`config.mk`:
```
export PLATFORM = sky130hd
export DESIGN_NAME = phase_sequencer
export DESIGN_NICKNAME = d
export VERILOG_FILES = /design/src/rtl/seq_pkg.sv /design/src/rtl/btn_sync_edge.sv /design/src/rtl/phase_sequencer.sv
export SDC_FILE = /design/constraint.sdc
export NUM_CORES = 1
export LEC_CHECK = 0
export CAP_MARGIN = 20
export CORE_UTILIZATION = 48
export DETAILED_ROUTE_END_ITERATION = 16
export GPL_TIMING_DRIVEN = 0
export PLACE_DENSITY_LB_ADDON = 0.3
export REMOVE_ABC_BUFFERS = 1
export SLEW_MARGIN = 20
export SYNTH_ARGS = -nofsm -noshare
export SYNTH_HDL_FRONTEND = slang
export SYNTH_SLANG_ARGS = --single-unit
```
`constraint.sdc`:
```
create_clock -name clk -period 2.1 [get_ports clk]
set_clock_uncertainty 0.15 [all_clocks]
set_input_delay 0.42 -clock clk [delete_from_list [all_inputs] [get_ports clk]]
set_output_delay 0.42 -clock clk [all_outputs]
set_load 0.02 [all_outputs]
```
`src/rtl/seq_pkg.sv`:
```
// Shared phase encodings for the phase sequencer and the instruction decoder.
// The decoder relies on these exact values, so they must not be renumbered.
package seq_pkg;

  localparam int PHASE_W = 3;

  localparam logic [PHASE_W-1:0] PH_IDLE = 3'b000;
  localparam logic [PHASE_W-1:0] PH_P1   = 3'b001;
  localparam logic [PHASE_W-1:0] PH_P2   = 3'b010;
  localparam logic [PHASE_W-1:0] PH_P3   = 3'b011;
  localparam logic [PHASE_W-1:0] PH_P4   = 3'b100;
  localparam logic [PHASE_W-1:0] PH_P5   = 3'b101;

  typedef enum logic [PHASE_W-1:0] {
    S_IDLE = PH_IDLE,
    S_P1   = PH_P1,
    S_P2   = PH_P2,
    S_P3   = PH_P3,
    S_P4   = PH_P4,
    S_P5   = PH_P5
  } phase_t;

  // True for the phases in which a stop request is latched rather than acted on.
  function automatic logic mid_instr(input phase_t p);
    return (p == S_P1) || (p == S_P2) || (p == S_P3) || (p == S_P4);
  endfunction

endpackage

```
`src/rtl/btn_sync_edge.sv`:
```
// Button synchronizer followed by a rising-edge detector.
// The pulse is formed from flops only, so it is glitch-free; a held button
// yields exactly one pulse. SYNC_STAGES must be at least 2.
module btn_sync_edge #(
  parameter int SYNC_STAGES = 2
) (
  input  logic clk,
  input  logic rst,
  input  logic btn,
  output logic pulse
);

  logic [SYNC_STAGES-1:0] sync;
  logic                   prev;

  // Shift the raw button through the synchronizer and remember the last synced level.
  always_ff @(posedge clk) begin
    if (rst) begin
      sync <= '0;
      prev <= 1'b0;
    end else begin
      sync <= {sync[SYNC_STAGES-2:0], btn};
      prev <= sync[SYNC_STAGES-1];
    end
  end

  assign pulse = sync[SYNC_STAGES-1] & ~prev;

endmodule

```
`src/rtl/phase_sequencer.sv`:
```
// Five-phase instruction sequencer with front-panel start/stop and HALT.
// Optional build macro: STEP_MODE_EN adds the step_mode input (one
// instruction per start press).
//
// state  | meaning
// IDLE   | stopped, waiting for a start press
// P1     | fetch
// P2     | decode / register read
// P3     | execute
// P4     | memory; stretched while mem_busy is high
// P5     | writeback; retires the instruction and picks run/stop/halt
module phase_sequencer
  import seq_pkg::*;
#(
  parameter int CNT_W       = 16,
  parameter int SYNC_STAGES = 2
) (
  input  logic               clk,
  input  logic               rst,
  input  logic               start_btn,
  input  logic               stop_btn,
  input  logic               hlt,
  input  logic               mem_busy,
`ifdef STEP_MODE_EN
  input  logic               step_mode,
`endif
  output logic [PHASE_W-1:0] phase,
  output logic               running,
  output logic               halted,
  output logic               stop_pend,
  output logic [CNT_W-1:0]   retired
);

  phase_t     phase_q, phase_d;
  logic       halted_d, stop_pend_d;
  logic       retire;
  logic       start_ev, stop_ev;
  logic       step_stop;

  btn_sync_edge #(.SYNC_STAGES(SYNC_STAGES)) u_start_sync (
    .clk   (clk),
    .rst   (rst),
    .btn   (start_btn),
    .pulse (start_ev)
  );

  btn_sync_edge #(.SYNC_STAGES(SYNC_STAGES)) u_stop_sync (
    .clk   (clk),
    .rst   (rst),
    .btn   (stop_btn),
    .pulse (stop_ev)
  );

`ifdef STEP_MODE_EN
  assign step_stop = step_mode;
`else
  assign step_stop = 1'b0;
`endif

  // Next phase, halt/stop flags and retire strobe.
  always_comb begin
    phase_d     = phase_q;
    halted_d    = halted;
    stop_pend_d = stop_pend;
    retire      = 1'b0;

    if (mid_instr(phase_q) && stop_ev) begin
      stop_pend_d = 1'b1;
    end

    case (phase_q)
      S_IDLE: begin
        // start wins over a simultaneous stop; a lone stop in IDLE is dropped
        if (start_ev) begin
          phase_d  = S_P1;
          halted_d = 1'b0;
        end
      end
      S_P1: phase_d = S_P2;
      S_P2: phase_d = S_P3;
      S_P3: phase_d = S_P4;
      S_P4: begin
        if (!mem_busy) begin
          phase_d = S_P5;
        end
      end
      S_P5: begin
        retire      = 1'b1;
        stop_pend_d = 1'b0;
        if (hlt) begin
          phase_d  = S_IDLE;
          halted_d = 1'b1;
        end else if (stop_pend || stop_ev || step_stop) begin
          phase_d = S_IDLE;
        end else begin
          phase_d = S_P1;
        end
      end
      default: begin
        phase_d     = S_IDLE;
        stop_pend_d = 1'b0;
      end
    endcase
  end

  // State, flags and retired-instruction counter.
  always_ff @(posedge clk) begin
    if (rst) begin
      phase_q   <= S_IDLE;
      halted    <= 1'b0;
      stop_pend <= 1'b0;
      retired   <= '0;
    end else begin
      phase_q   <= phase_d;
      halted    <= halted_d;
      stop_pend <= stop_pend_d;
      if (retire) begin
        retired <= retired + CNT_W'(1);
      end
    end
  end

  assign phase   = phase_q;
  assign running = (phase_q != S_IDLE);

endmodule

```
==> results_dict.tcl <==
set metrics [dict create \
    status "finished clean" \
    cts_tree "yes" \
    row_count 17 \
    coreArea_mm2 0.00223 \
    gp_congestion 0.735 \
    cp-end-kind "primary output" \
    cp_cell_sequence "clkdlybuf4s50_1" \
    ys_seq_area_share_pct 46.9 \
    synth.avg_cell_area_um2 8.94 \
    dr_total_vias 981 \
    timing.rr.end "retired[15]$_SDFFE_PP0N_" \
    reg2reg_from "retired[6]$_SDFFE_PP0N_" \
    synthCells 129 \
    firstDrtPassIters 4 \
    arrival_ps 1460 \
    clock_latency_ps 320 \
    grt_pass1_vias 893 \
    yosys_warnings 0 \
    cp-start-kind "register" \
    slew_headroom_pct 38.2 \
    via_per_inst 5.36 \
    grt_pass1_wl_um 3830 \
    layout-drive-gt1-share_pct 8.39 \
    finalCritPeriodShare_pct 96.9 \
    finalSetupViolations 0 \
    start_util_pct 51.7 \
    rsz0062_at_grt "no" \
    endpoint "phase[0]" \
    cts_num_sinks 27 \
    grt_overflow 0 \
    num-fill-cells 199 \
    grt_max_degree 29 \
    min_period_ps 2030 \
    portBuffers 27 \
    die_h_um 51.0 \
    yosys_register_bits 27 \
    finalSetupTns_ps 0 \
    ir_worst_vdd_v 0.000436 \
    maxCapViolations 0 \
    synth_top_area_cell "dfxtp_1" \
    required_ps 1530 \
    rrSetupSlack_ps 150 \
    wire_per_inst_um 12.1 \
    clock_path_buffers 2 \
    track_usage_pct 19.6 \
    grt_antenna_before_repair 0 \
    fmax_mhz 491 \
    areaGrowthSynthToFinish_pct 26.6 \
    clk_pin_slew_worst_paths_ps 140 \
    min_path_type "register to register" \
    ios 28 \
    postCtsHoldBufs 0 \
    drc 0 \
    final_nets 163 \
    worstRegToRegCells 4 \
    worstMarginPinSlew_ps 925 \
    cts_buffers 3 \
    finalHoldViolCount 0 \
    cp_num_buf_inv 1 \
    die_w_um 51.0 \
    diodes 0 \
    p_per_area_mw_per_mm2 670 \
    critPathSlowestCell "clkdlybuf4s50_1" \
    crit_type "register to primary output" \
    drt-total-wl_um 2210 \
    crit_path_max_incr_delay_ps 650 \
    ant_nets 0 \
    drt_iter0_drc 3 \
    hpwl_um 1600 \
    cts-root-buf "clkbuf_4" \
    die-area_mm2 0.00260 \
    power_leakage_nw 0.513 \
    finalMaxSlewViolations 0 \
    critPathLaunch "phase[0]$_SDFFE_PP0P_" \
    h-tree-depth 1 \
    synthTopCellsByArea "dfxtp_1, xnor2_1, nor2b_1" \
    synth_top_area_share_pct 46.9 \
    path_depth 1 \
    cp_max_fo 10 \
    syn_area_mm2 0.00115 \
    holdWs_ps 308 \
    cpLargestDelayFamily "buffers and inverters" \
    ys_types 30 \
]
-- how the worst min path moves through the flow --
stage	to	cells after the start	from
CTS	u_start_sync.sync[1]$_SDFF_PP0_	1	u_start_sync.sync[0]$_SDFF_PP0_
global route	u_stop_sync.sync[1]$_SDFF_PP0_	1	u_stop_sync.sync[0]$_SDFF_PP0_
detailed placement	u_start_sync.sync[1]$_SDFF_PP0_	1	u_start_sync.sync[0]$_SDFF_PP0_
finish	u_start_sync.sync[1]$_SDFF_PP0_	1	u_start_sync.sync[0]$_SDFF_PP0_
floorplan	u_start_sync.sync[1]$_SDFF_PP0_	1	u_start_sync.sync[0]$_SDFF_PP0_
global placement	u_start_sync.sync[1]$_SDFF_PP0_	1	u_start_sync.sync[0]$_SDFF_PP0_
-- final cells by class --
class                      instances  area, um2  area share, %
clock buffer                       4       26.3           1.80
tap                               28       35.0           2.40
inverter                           5       18.8           1.29
timing repair buffer              27        265           18.2
sequential                        27        547           37.4
multi-input combinational         92        568           38.9
-- layout by cell type (no fill, tap or decap), types with 2 or more instances in the layout --
cell type and instances:
a21oi_1 9, clkbuf_4 3, clkdlybuf4s50_1 26, dfxtp_1 24, dfxtp_2 2, inv_1 5
nand2_1 8, nand3_1 2, nand4_1 3, nor2_1 13, nor2b_1 11, nor3_1 8
nor4_1 3, o21ai_0 5, or3_1 6, xnor2_1 9, xor2_1 2
-- registers in the layout, indices dropped and copies added, names as in the netlist --
name and cells:
u_start_sync.sync 2, retired 16, u_stop_sync.sync 2, halted 1
phase 3, u_stop_sync.prev 1, stop_pend 1, u_start_sync.prev 1
-- cells in the mapped netlist, drive strengths merged --
cell type	n
or3	7
buf	3
o21ai	5
inv	5
or4	1
o31ai	1
nand2	8
xnor2	9
nor4	3
or2	1
nand3	3
a31o	1
a211oi	1
a21oi	9
nand4b	2
nand4	3
xor2	2
nand2b	1
nor2b	11
nor2	13
dfxtp	27
nand3b	2
ha	1
nor3	8
clkbuf	2
-- where the power goes --
part	switching [W]	internal, W	leakage [nW]
Sequential	0.0000469	0.000537	0.220
Combinational	0.0000864	0.0000867	0.277
Clock	0.000147	0.0000745	0.0150
Total	0.000280	0.000698	0.513
-- metrics by stage --
step	total power, W	cell area, um2	std cells	worst slack (ps)	util, %
2_1_floorplan	0.000687	1130	124	121	-
3_3_place_gp	0.000772	1430	179	-134	64.1
3_5_place_dp	0.000778	1430	179	-147	64.1
4_1_cts	0.000996	1460	183	3.92	65.5
5_1_grt	0.00103	1460	183	3.99	65.4
6_report	0.000979	1460	183	65.1	65.4
-- worst register-to-register path, delay by kind of cell, from the launching register on --
kind            cells  cell delay (ps)
simple gates        3             1100
flops               1              450
compound gates      1              160
-- cell families (layout without fill, tap and decap cells) --
logic type                 after synthesis  in the layout  synth area share (%)
xor gates and xnor gates                11             11                  8.35
DFF                                     27             27                  46.9
AOI/OAI and AO/OA                       17             17                  8.13
buffers and inverters                   10             36                  3.90
adders and majority gates                1              1                  1.08
and+or+nand+nor                         63             63                  31.7
-- timing repair --
| item | 4_1_cts | 5_1_grt |
|---|---|---|
| pin swaps | 0 | 0 |
| setup buffers | 0 | 0 |
| endpoints found under the setup margin | 4 | 1 |
| resized for setup | 5 | 2 |
-- per-layer routing --
metal  part of all wire, %  global-route usage, %
met2                    51                   35.7
met4                   1.2                   8.33
met3                   3.3                   3.57
met5                     0                      0
met1                    44                   22.1
(Power assumes the default switching activity.)
